### config.mk
export PLATFORM = sky130hd
export DESIGN_NAME = unidad_control_multiciclo
export DESIGN_NICKNAME = d
export VERILOG_FILES = /design/src/rtl/unidad_control_multiciclo.sv
export SDC_FILE = /design/constraint.sdc
export NUM_CORES = 1
export LEC_CHECK = 0
export CAP_MARGIN = 20
export CORE_ASPECT_RATIO = 0.9
export CORE_UTILIZATION = 40
export CTS_CLUSTER_DIAMETER = 50
export DETAILED_ROUTE_END_ITERATION = 10
export GPL_ROUTABILITY_DRIVEN = 0
export PLACE_DENSITY_LB_ADDON = 0.05
export SLEW_MARGIN = 0
export SYNTH_ARGS = -nofsm -noshare
export SYNTH_HDL_FRONTEND = slang
export SYNTH_SLANG_ARGS = --single-unit
### constraint.sdc
create_clock -name clk -period 2.4 [get_ports clk]
set_input_delay 0.48 -clock clk [delete_from_list [all_inputs] [get_ports clk]]
set_output_delay 0.48 -clock clk [all_outputs]
set_load 0.05 [all_outputs]
### src/rtl/unidad_control_multiciclo.sv
// Multicycle control unit: Moore FSM sequencing fetch, decode, memory,
// R-type, branch and immediate instructions. Outputs decode from the state
// register; only the FETCH/MEM_WR completion strobes look at mem_ready.
module unidad_control_multiciclo (
  input  logic       clk,
  input  logic       rst_n,
  input  logic [5:0] OP,
  input  logic       mem_ready,
  output logic       PCWrite,
  output logic       PCWriteCond,
  output logic       IorD,
  output logic       MemRead,
  output logic       MemWrite,
  output logic       IRWrite,
  output logic       RegDst,
  output logic       MemToReg,
  output logic       RegWrite,
  output logic       ALUSrcA,
  output logic [1:0] ALUSrcB,
  output logic [2:0] ALUop,
  output logic [1:0] PCSource,
  output logic       instr_done,
  output logic       illegal,
  output logic [3:0] state
);

  typedef enum logic [3:0] {
    IDLE     = 4'd0,
    FETCH    = 4'd1,
    DECODE   = 4'd2,
    MEM_ADDR = 4'd3,
    MEM_RD   = 4'd4,
    MEM_WB   = 4'd5,
    MEM_WR   = 4'd6,
    R_EXEC   = 4'd7,
    R_WB     = 4'd8,
    BEQ      = 4'd9,
    I_EXEC   = 4'd10,
    I_WB     = 4'd11,
    ILLEGAL  = 4'd12
  } state_t;

  localparam logic [5:0] OP_RTYPE = 6'b000000;
  localparam logic [5:0] OP_LW    = 6'b100011;
  localparam logic [5:0] OP_SW    = 6'b101011;
  localparam logic [5:0] OP_BEQ   = 6'b000100;
  localparam logic [5:0] OP_ADDI  = 6'b001000;
  localparam logic [5:0] OP_SLTI  = 6'b001010;
  localparam logic [5:0] OP_ANDI  = 6'b001100;
  localparam logic [5:0] OP_ORI   = 6'b001101;

  state_t     state_q, state_d;
  logic [5:0] op_q, op_d;

  // State and latched opcode registers with synchronous active-low reset
  always_ff @(posedge clk) begin
    if (!rst_n) begin
      state_q <= IDLE;
      op_q    <= '0;
    end else begin
      state_q <= state_d;
      op_q    <= op_d;
    end
  end

  // Next-state and output decode; everything defaults to 0 / hold
  always_comb begin
    state_d     = state_q;
    op_d        = op_q;
    PCWrite     = 1'b0;
    PCWriteCond = 1'b0;
    IorD        = 1'b0;
    MemRead     = 1'b0;
    MemWrite    = 1'b0;
    IRWrite     = 1'b0;
    RegDst      = 1'b0;
    MemToReg    = 1'b0;
    RegWrite    = 1'b0;
    ALUSrcA     = 1'b0;
    ALUSrcB     = 2'b00;
    ALUop       = 3'b000;
    PCSource    = 2'b00;
    instr_done  = 1'b0;
    illegal     = 1'b0;

    case (state_q)
      IDLE: state_d = FETCH;

      FETCH: begin
        MemRead = 1'b1;
        ALUSrcB = 2'b01;
        IRWrite = mem_ready;
        PCWrite = mem_ready;
        if (mem_ready) state_d = DECODE;
      end

      DECODE: begin
        ALUSrcB = 2'b11;
        op_d    = OP;
        case (OP)
          OP_RTYPE:                          state_d = R_EXEC;
          OP_LW, OP_SW:                      state_d = MEM_ADDR;
          OP_BEQ:                            state_d = BEQ;
          OP_ADDI, OP_SLTI, OP_ANDI, OP_ORI: state_d = I_EXEC;
          default:                           state_d = ILLEGAL;
        endcase
      end

      MEM_ADDR: begin
        ALUSrcA = 1'b1;
        ALUSrcB = 2'b10;
        state_d = (op_q == OP_LW) ? MEM_RD : MEM_WR;
      end

      MEM_RD: begin
        MemRead = 1'b1;
        IorD    = 1'b1;
        if (mem_ready) state_d = MEM_WB;
      end

      MEM_WB: begin
        MemToReg   = 1'b1;
        RegWrite   = 1'b1;
        instr_done = 1'b1;
        state_d    = FETCH;
      end

      MEM_WR: begin
        MemWrite   = 1'b1;
        IorD       = 1'b1;
        instr_done = mem_ready;
        if (mem_ready) state_d = FETCH;
      end

      R_EXEC: begin
        ALUSrcA = 1'b1;
        ALUop   = 3'b010;
        state_d = R_WB;
      end

      R_WB: begin
        RegDst     = 1'b1;
        RegWrite   = 1'b1;
        instr_done = 1'b1;
        state_d    = FETCH;
      end

      BEQ: begin
        ALUSrcA     = 1'b1;
        ALUop       = 3'b001;
        PCWriteCond = 1'b1;
        PCSource    = 2'b01;
        instr_done  = 1'b1;
        state_d     = FETCH;
      end

      I_EXEC: begin
        ALUSrcA = 1'b1;
        ALUSrcB = 2'b10;
        case (op_q)
          OP_SLTI: ALUop = 3'b100;
          OP_ANDI: ALUop = 3'b101;
          OP_ORI:  ALUop = 3'b011;
          default: ALUop = 3'b000;
        endcase
        state_d = I_WB;
      end

      I_WB: begin
        RegWrite   = 1'b1;
        instr_done = 1'b1;
        state_d    = FETCH;
      end

      ILLEGAL: illegal = 1'b1;

      default: state_d = IDLE;
    endcase
  end

  assign state = state_q;

endmodule

# Word level (Yosys, flattened, before mapping)
# Index checks and enable logic that the tools add are counted.
# word_totals
input_bits,9
elab_cells,62
output_inout_bits,23
regBits,10
# classes
n_reduce_logical,12
muxes,21
bitwise,1
eq_ne,26
# op_table
op,n
6-bit by 4-bit equality test with 1-bit output (second input constant),7
4-bit case mux with 9 select lines,1
4-bit equality test (second input constant),5
6-bit equality test (second input constant),3
3-bit case mux with 3 select lines,2
4-bit by 3-bit equality test with 1-bit output (second input constant),4
4-bit case mux with 4 select lines,1
4-bit 2-to-1 mux,3
4-bit OR reduction,3
1-bit 2-to-1 mux,11
4-bit by 2-bit equality test with 1-bit output (second input constant),2
2-bit OR reduction,4
6-bit by 3-bit equality test with 1-bit output (second input constant),1
6-bit logical NOT,1
2-bit inequality test (second input constant),3
2-bit case mux with 3 select lines,1
5-bit OR reduction,1
4-bit by 1-bit equality test with 1-bit output (second input constant),1
4-bit logical NOT,1
4-bit AND reduction,1
3-bit OR reduction,1
2-bit 2-to-1 mux,1
1-bit case mux with 2 select lines,1
1-bit NOT,1

# Logic depth before layout (Yosys ltp)
# Gate-level depths: netlist (run 1).
# depth
ltp_word,4
depth_mapped,6
mapped_depth_nobuf,4

# Worst setup path after synthesis (run 1)
# Ideal clock, no wire load.
# synth_timing
path_type,flip-flop to output port
startpoint,register state_q[3] (netlist: state[3])
endpoint,output port ALUSrcA
setup_slack_ns,-0.781
stages_incl_launch_ff,5
path_buffers,1
required_ns,1.920
arrival_ns,2.701
path_cell_list,dfxtp_1 buf_2 nand2_1 nor3_1 nand2b_1
# synth_via
elab_chain_cells,3
elab_cells_between_ends,6
classes_between,eq/ne (4); mux (1); reduce/logical (1)
# synth_rtl
element,line_no,source
from (decl),52,"state_t state_q, state_d;"
from (signal assigned),61,state_q <= state_d;
4-bit equality test (tied with other cells),86,case (state_q)
4-bit OR reduction (no line) (*),--,
1-bit 2-to-1 mux (*),86,
to (decl),18,"output logic ALUSrcA,"
# Mark *: on every way between the ends. The rest lies on a longest branch, timed or not.

# Worst setup path after layout (run 1)
# layout_timing
startpoint,register state_q[2] (netlist: state[2])
endpoint,output port RegDst
# layout_via
elab_chain_cells,2
# layout_rtl
element,line_no,source
4-bit equality test,86,
1-bit 2-to-1 mux,86,
to (decl),15,"output logic RegDst,"
# No other way between the ends.

==> impl_metrics.env, run 1 <==
export IMPL_status="completed"
export IMPL_setup_viol=0
export IMPL_leakagePower_nw=0.512
export IMPL_cp_required_ps=1920
export IMPL_tritoncts="done"
export IMPL_cap_violations=0
export IMPL_ant_nets=0
export IMPL_antenna_found_initial=0
export IMPL_cp_cell_sequence="buf_4, nor3_2, clkdlybuf4s50_1"
export IMPL_slew_viol_final=0
export IMPL_routed_wl_mm=2.31
export IMPL_syn_avg_cell_area_um2=7.67
export IMPL_cts_buffers=3
export IMPL_die_area_um2=2300
export IMPL_yosys_top_cells_area="dfxtp_1, nor2_1, mux2i_1"
export IMPL_ys_warn_count=0
export IMPL_crit_path_top_delay_cell="clkdlybuf4s50_1"
export IMPL_power_density_nw_per_um2=583
export IMPL_grt_pass1_vias=765
export IMPL_synth_area_leader_cell="dfxtp_1"
export IMPL_hold_violations=0
export IMPL_reg2reg_from="state[3]"
export IMPL_ys_flop_type="dfxtp_1"
export IMPL_boundaryPins=32
export IMPL_cts_htree_levels=1
export IMPL_place_area_um2=1310
export IMPL_hold_path_class="reg -> reg"
export IMPL_cp_max_fo=17
export IMPL_rows=15
export IMPL_start_kind="register"
export IMPL_drc_errors=0
export IMPL_fmaxAchievable_mhz=429
export IMPL_vdd_drop_max_mv=0.506
export IMPL_period_share_pct=97.1
export IMPL_cts_num_sinks=10
export IMPL_core_area_um2=1950
export IMPL_timing_rr_end="op_q[5]"
export IMPL_synth_edff_count=0
export IMPL_n_antenna_cell=0
export IMPL_cts_resized=0
export IMPL_worstHoldEndpoint="op_q[4]"
export IMPL_hold_depth=2
export IMPL_port_buffers=30
export IMPL_globalRouteOverflowTotal=0
export IMPL_netlist_area_um2=843
export IMPL_track_usage_pct=21.2
export IMPL_synth_top_cell_area_share_pct=23.7
export IMPL_start_util_pct=43.2
export IMPL_die_w_um=50.4
export IMPL_max_stage_delay_ps=840
export IMPL_grt_pass1_wl_mm=3.62
export IMPL_nets=149
export IMPL_dp_cells=160
export IMPL_rrSetupSlack_ps=920
export IMPL_cts_setup_buffers=0
export IMPL_grt_max_degree=19
export IMPL_yosysUniqueCellTypes=37
export IMPL_fin_util_pct=68.9
export IMPL_cts_root_buf="clkbuf_4"
export IMPL_fp_dieH_um=45.6
export IMPL_final_cell_area_um2=1350
export IMPL_path_delay_family="buffers and inverters"
export IMPL_first_pass_iters=4
export IMPL_worstHoldStart="op_q[4]"
export IMPL_period_needed_ps=2330
export IMPL_fin_ws_ps=69.9
export IMPL_synthArstFlopShare_pct=0
export IMPL_worst_endpoint_arrival_ps=1850
export IMPL_hold_slack_ps=526
export IMPL_path_clk_slew_ps=70
export IMPL_clk_latency_ps=260
export IMPL_slew_headroom_pct=61.1
export IMPL_post_drt_wl_per_cell_um=14.1
export IMPL_fin_cells=164
export IMPL_hpwl_mm=1.81
export IMPL_clock_skew_ps=9.10
export IMPL_worstMarginPinSlew_ps=580
export IMPL_vias_per_cell=5.54
export IMPL_fin_setup_tns_ps=0
export IMPL_clk_path_buf_depth=2
export IMPL_drtIter0Drc=5
export IMPL_path_buf_inv=2
export IMPL_synth_cells=110
export IMPL_rsz0062_at_grt="no"
export IMPL_worst_r2r_cell_count=4
export IMPL_syn_to_final_growth_pct=59.5
export IMPL_synthesis_nets=119
export IMPL_synth_seq_cells=10
export IMPL_final_layout_size_suffix_gt1_share_pct=31.7
export IMPL_dp_slack_ps=253
export IMPL_endpoint_kind="primary output"
export IMPL_yosysSeqAreaShare_pct=23.7
export IMPL_path_class="reg -> out"
export IMPL_vias=909
export IMPL_holdBufCountCts=0
export IMPL_p_total_uw=784
==> how the worst max path moves through the flow <==
stage / depth (start not counted) / slack (ps) / start / end
final: 3 / 70 / state[2] / RegDst
after global routing: 5 / 30 / state[1] / ALUop[1]
after CTS: 5 / 60 / state[2] / ALUop[1]
after detailed placement: 5 / 250 / OP[1] / state[0]
after global placement: 5 / 280 / OP[1] / state[0]
after floorplan: 4 / -240 / state[0] / ALUSrcA
==> per-layer routing <==
layer  vias to the layer above  track usage (%)  wire (um)
li1                        453                -          -
met1                       419             24.8       1030
met2                        31             37.6       1120
met3                         6             4.33        112
met4                         0             10.0         55
met5                         -                0          0
==> cell families after synthesis <==
kind of cell	synth area share [%]
simple gates	34.0
xor+xnor	3.12
flops	23.7
buf+inv	8.46
other cells	0.445
compound gates	23.1
mux	7.12
==> worst reg2reg max path: stages (launching register included) <==
cell and delay [ps]:
dfxtp_2 340, buf_4 190, nor3_2 530, mux2i_1 250, nor2_1 50
==> final cells by class <==
cell class,count,area (um^2)
flip-flops and latches,10,203
fillers,174,607
repair buffers,35,448
well taps,25,31.3
multi-input cells,86,612
inverters,4,15.0
clock buffers,4,36.3
==> cells in the mapped netlist, types with 2 or more instances <==
cell,number
nor2_1,18
dfxtp_1,10
nor3_1,7
mux2i_1,6
a21oi_1,5
o21ai_0,5
buf_4,4
nand2_1,4
nand2b_1,4
a2111oi_0,3
buf_2,3
clkbuf_1,3
inv_1,3
nand4b_1,3
nor2b_1,3
o21a_1,3
xnor2_1,3
nand2b_4,2
o41ai_1,2
or4_4,2
==> sequential cells by signal, summed over array words and instances, names as in the netlist <==
register,count
op_q,6
state,4
==> power by group <==
part / switching, mW / internal, mW / leakage (nW)
logic: 0.270 / 0.167 / 0.409
registers: 0.0144 / 0.182 / 0.0824
clock network: 0.0579 / 0.0919 / 0.0210
total: 0.342 / 0.441 / 0.512
==> layout by cell type, fill, tap and decap left out, types with 4 or more instances in the layout <==
cell type and n:
nor2_1 17, buf_4 9, a21oi_1 5, buf_12 12, dfxtp_1 8, nand2_1 4
mux2i_1 6, nand2b_1 4, clkdlybuf4s50_1 14, o21ai_0 5, nor3_2 6
Note: power is estimated with default switching activity, not from simulation.
==> inputs of run 2 (changes only) <==
Settings changed: CELL_PAD_IN_SITES_DETAIL_PLACEMENT from default to 0, CELL_PAD_IN_SITES_GLOBAL_PLACEMENT from default to 1, CORE_UTILIZATION 40 to 32.
==> run 2 against run 1 <==
  * Sequential share of layout area rose by 0.17 points
  * Critical path type unchanged
  * Combinational power fell by 1%
  * Clock skew fell by 4.6 ps
  * Flip-flop and latch count did not move
  * Maximum frequency rose by 1.6%
  * Largest cell class unchanged
  * Worst hold slack got worse by 15 ps
==> impl_metrics.env, run 2 (synthesized netlist as in run 1, its figures left out) <==
export IMPL_status="completed"
export IMPL_vdd_drop_max_mv=0.378
export IMPL_fill_cells=255
export IMPL_vias_per_cell=5.43
export IMPL_rows=17
export IMPL_dp_slack_ps=165
export IMPL_boundaryPins=32
export IMPL_vias=906
export IMPL_mostFrequentLayoutCell="nor2_1"
export IMPL_ant_nets=0
export IMPL_hold_depth=2
export IMPL_n_antenna_cell=0
export IMPL_cp_required_ps=1920
export IMPL_hold_path_class="reg -> reg"
export IMPL_start_util_pct=34.2
export IMPL_hpwl_mm=1.69
export IMPL_grt_use_met1_pct=22.3
export IMPL_seqPwrFrac_pct=25.3
export IMPL_top_register="op_q"
export IMPL_cap_violations=0
export IMPL_period_share_pct=95.5
export IMPL_worstMarginPinSlew_ps=633
export IMPL_cts_root_buf="clkbuf_4"
export IMPL_p_int_uw=440
export IMPL_cts_buffers=3
export IMPL_path_class="reg -> out"
export IMPL_fin_ws_ps=107
export IMPL_port_buffers=30
export IMPL_path_clk_slew_ps=70
export IMPL_reg2reg_from="state[3]"
export IMPL_track_usage_pct=16.2
export IMPL_p_total_uw=785
export IMPL_hold_slack_ps=511
export IMPL_power_frac_clock_pct=19.6
export IMPL_worst_endpoint_arrival_ps=1810
export IMPL_start_kind="register"
export IMPL_grt_max_degree=19
export IMPL_antenna_found_initial=0
export IMPL_cts_num_sinks=10
export IMPL_tritoncts="done"
export IMPL_grt_busiest_layer="met2"
export IMPL_nets=149
export IMPL_use_met2_pct=24.8
export IMPL_power_density_nw_per_um2=583
export IMPL_core_area_um2=2470
export IMPL_grt_pass1_wl_mm=3.63
export IMPL_leakagePower_nw=0.516
export IMPL_swShare_pct=43.9
export IMPL_clock_skew_ps=4.53
export IMPL_first_pass_iters=4
export IMPL_grt_use_met3_pct=4.90
export IMPL_period_needed_ps=2290
export IMPL_rsz0062_at_grt="no"
export IMPL_endpoint_kind="primary output"
export IMPL_rrSetupSlack_ps=880
export IMPL_largest_reg_flops=6
export IMPL_timing_rr_end="op_q[1]"
export IMPL_drtIter0Drc=22
export IMPL_cp_max_fo=7
export IMPL_routed_wl_mm=2.22
export IMPL_cts_setup_buffers=0
export IMPL_fmaxAchievable_mhz=436
export IMPL_final_layout_size_suffix_gt1_share_pct=33.1
export IMPL_syn_to_final_growth_pct=59.6
export IMPL_drc_errors=0
export IMPL_seq_area_um2=205
export IMPL_slew_viol_final=0
export IMPL_post_drt_wl_per_cell_um=13.3
export IMPL_multi_input_area_um2=612
export IMPL_clk_path_buf_depth=2
export IMPL_fin_setup_tns_ps=0
export IMPL_slew_headroom_pct=57.6
export IMPL_setup_viol=0
export IMPL_clk_latency_ps=270
export IMPL_worstHoldStart="op_q[4]"
export IMPL_cts_htree_levels=1
export IMPL_fp_dieH_um=50.7
export IMPL_worst_r2r_cell_count=4
export IMPL_hold_violations=0
export IMPL_layout_common_cells="nor2_1, clkdlybuf4s50_1, buf_12"
export IMPL_combPwrFrac_pct=55.1
export IMPL_worstHoldEndpoint="op_q[4]"
export IMPL_die_w_um=56.1
export IMPL_grt_pass1_vias=793
export IMPL_globalRouteOverflowTotal=0
export IMPL_p_sw_uw=345
export IMPL_holdBufCountCts=0
export IMPL_die_area_um2=2840
run 2: worst max path at each step:
stage | startpoint | end | slack [ps] | depth (start not counted)
after floorplan | state[0] | ALUSrcA | -240 | 4
after global placement | OP[1] | state[0] | 280 | 5
after detailed placement | OP[1] | state[0] | 160 | 5
after CTS | state[1] | ALUop[1] | 50 | 5
after global routing | state[1] | ALUop[1] | 10 | 5
final | state[1] | ALUop[1] | 110 | 5
run 2: critical path, stage by stage, from the launching register on:
cell and delay (ps):
dfxtp_4 400, nand2b_4 90, or4_4 550, nor3b_2 200, a22o_2 180, buf_12 130
run 2: timing repair:
| action | CTS | global route |
|---|---|---|
| gates resized for setup | 0 | 1 |
| hold endpoints to repair | 0 | 0 |
| setup endpoints to repair | 0 | 2 |
run 2: layout make-up:
class / instances / share of cell area, %
multi-input cells: 86 / 45.4
flip-flops and latches: 10 / 15.2
inverters: 4 / 1.12
clock buffers: 4 / 2.70
well taps: 28 / 2.60
repair buffers: 35 / 32.9
run 2: per-stage QoR:
step	cell area (um^2)	std cells	utilization [%]
after floorplan	886	110	-
final	1350	167	54.6
after global placement	1310	163	53.0
after detailed placement	1310	163	53.0
after CTS	1340	167	54.5
after global routing	1350	167	54.6
run 2: power groups by stage:
stage / logic [mW] / registers (mW) / clock network, mW
4_1_cts: 0.434 / 0.199 / 0.158
5_1_grt: 0.458 / 0.201 / 0.172
2_1_floorplan: 0.263 / 0.227 / 0
3_5_place_dp: 0.433 / 0.202 / 0
3_3_place_gp: 0.431 / 0.202 / 0
6_report: 0.432 / 0.198 / 0.154
run 2: routing by layer:
metal,up-vias,wire length [um]
met5,-,0
met4,0,11
met3,2,93
met2,22,1020
met1,428,1100
li1,454,-
==> RTL edit: new RTL, flow settings as in run 1 <==
Make the reset (`rst_n`) asynchronous in one clocked block. Comments in the files are not updated.
--- a/src/rtl/unidad_control_multiciclo.sv
+++ b/src/rtl/unidad_control_multiciclo.sv
@@ -54,5 +54,5 @@
 
   // State and latched opcode registers with synchronous active-low reset
-  always_ff @(posedge clk) begin
+  always_ff @(posedge clk or negedge rst_n) begin
     if (!rst_n) begin
       state_q <= IDLE;
Formal check against the unedited RTL: differs if rst_n is asserted again (counterexample within 4 cycles, from zero or initial values and one cycle with rst_n low); with rst_n held inactive, the same outputs for 10 cycles.
==> RTL edit against run 1 <==
  * Wire length down 11%
  * Sequential cell count unchanged
  * Clock skew decreased by 0.0049 ns
  * Setup slack improved by 0.049 ns
  * Via count down 5.6%
  * Core utilization is 2.0 points higher
  * Synthesized area down 0.74%
  * Design area increased by 2.9%
Power is not compared: it rests on default switching activity, and its combinational part moved more than twofold at a synthesized area within 25%.
==> RTL edit: results (changes against run 1) <==
status: complete, no violations
Synth Instances: 100 (-9.1%)
worst slew pin tran: 0.5078 ns (-0.07194 ns)
post-synthesis sequential area ratio: 0.2990 (+0.06156)
final wirelength: 2.052 mm (-11%)
post-CTS sizing: 0 (unchanged)
leak pwr: 0.5422 nW
Worst-Skew Late Latency: 0.26 ns (about the same)
fraction of final layout cells sized beyond drive strength 1: 0.3828 (+0.06627)
R2R Path End: state[2]
worst hold margin: 0.5248 ns (-0.001499 ns)
Avg WL per Cell: 13.41 um (-4.8%)
arrival time at the worst endpoint: 1.80 ns (-0.05 ns)
Max Clock Skew: 0.004246 ns (-0.004858 ns)
Area contributors post-synth: dfrtp_1 30%, mux2_2 8.1%, nor2_1 5.8%
largest net degree at the start of global routing: 16 (-3)
port buffer count: 30 (unchanged)
Total GRT Usage: 0.2036 (-0.008124)
DR iter-0 viols: 21 (+16)
ant diodes: 0 (unchanged)
crit path max fanout: 9 (-8)
Root Buffer: clkbuf_4
first-pass GRT wire length: 3.436 mm (-5.0%)
Critical R2R Launch: state[2]
HP Class: in2async
vias in the first global route: 772 (+0.92%)
FFs w/ async S/R, synth: 1.000 (+1.000)
TritonCTS buffer count: 3 (unchanged)
Final HPWL DP: 1.681 mm (-7.3%)
Syn Nets: 109 (-8.4%)
top cells by count, synth: 13 x nor2_1, 10 x dfrtp_1, 6 x mux2_2
Synth cell types: 38 (+2.7%)
fin nets: 138 (-7.4%)
post-place setup slack: 0.2293 ns (-0.02337 ns)
via density per instance: 5.608 (+1.2%)
Top FF cell, synth: dfrtp_1
Max VDD drop: 1.266 mV
yosys synthesis warning count: 0 (unchanged)
Pre-antenna DRT Iters: 4 (unchanged)
placed cell count: 149 (-6.9%)
worst r2r path cells: 5 (+1)
initial antenna violation count: 0 (unchanged)
Biggest register: op_q
H-tree Lvls: 1 (unchanged)
number of flip-flops in the largest register: 6 (unchanged)
CTS max path bufs: 2 (unchanged)
Clk pin slew, worst setup/hold paths: 0.07 ns (about the same)
# fillers: 155 (-11%)
Internal Power: 1.073 mW
post-synth top area share: 0.2990 (+0.06156)
postcts setup bufs: 0 (unchanged)
R2R Setup Slk: 0.75 ns (-0.17 ns)
## RTL edit: metrics by stage
stage	utilization	setup TNS, ns	area, sq um
2_1_floorplan	-	-0.2834	895.9
3_3_place_gp	0.6904	0	1348
3_5_place_dp	0.6904	0	1348
4_1_cts	0.7090	0	1384
5_1_grt	0.7090	0	1384
6_report	0.7090	0	1384
## RTL edit: worst max-delay path by stage
| stage | slack (ns) | cells after the start | endpoint | from |
|---|---|---|---|---|
| 3_5_place_dp | 0.23 | 4 | IRWrite | mem_ready |
| 3_3_place_gp | 0.26 | 4 | PCWrite | mem_ready |
| 5_1_grt | 0.02 | 5 | ALUop[1] | state[3] |
| 4_1_cts | 0.10 | 5 | ALUop[1] | state[3] |
| 6_report | 0.12 | 5 | ALUop[1] | state[3] |
| 2_1_floorplan | -0.14 | 4 | PCWrite | state[3] |
## RTL edit: metal layers
| layer | track usage | wire length [um] | vias up |
|---|---|---|---|
| li1 | - | - | 421 |
| met1 | 0.2845 | 949 | 406 |
| met2 | 0.3200 | 965 | 31 |
| met3 | 0.03333 | 137 | 0 |
| met4 | 0.07429 | 0 | 0 |
| met5 | 0 | 0 | - |
## RTL edit: layout make-up
type                    instances  area share
multi-input cells              77      0.4150
repair buffers                 34      0.3472
flip-flops and latches         10      0.1808
clock buffers                   4     0.02622
well taps                      25     0.02260
inverters                       3    0.008137
## RTL edit: cells by family (layout without fill, tap and decap cells)
kind of cell / after synthesis / in the layout / share of synthesized area
AND/OR/NAND/NOR: 44 / 44 / 0.3049
AO/OA/AOI/OAI: 23 / 23 / 0.1943
buffers and inverters: 13 / 41 / 0.08519
flip-flops: 10 / 10 / 0.2990
multiplexers: 6 / 6 / 0.08071
XOR/XNOR: 3 / 3 / 0.03140
other: 1 / 1 / 0.004480
## RTL edit: power groups by stage
stage	Sequential, mW	Combinational [mW]	Clock, mW
6_report	0.358	1.69	0.150
2_1_floorplan	0.407	1.01	0
4_1_cts	0.357	1.70	0.154
3_5_place_dp	0.361	1.69	0
3_3_place_gp	0.359	1.68	0
5_1_grt	0.374	1.77	0.160
## RTL edit: worst max-delay path, cell delays in order (launching register included)
cell	delay [ns]
dfrtp_1	0.53
nand2b_1	0.25
nor2_1	0.20
nand4_1	0.18
o22ai_2	0.22
buf_12	0.16
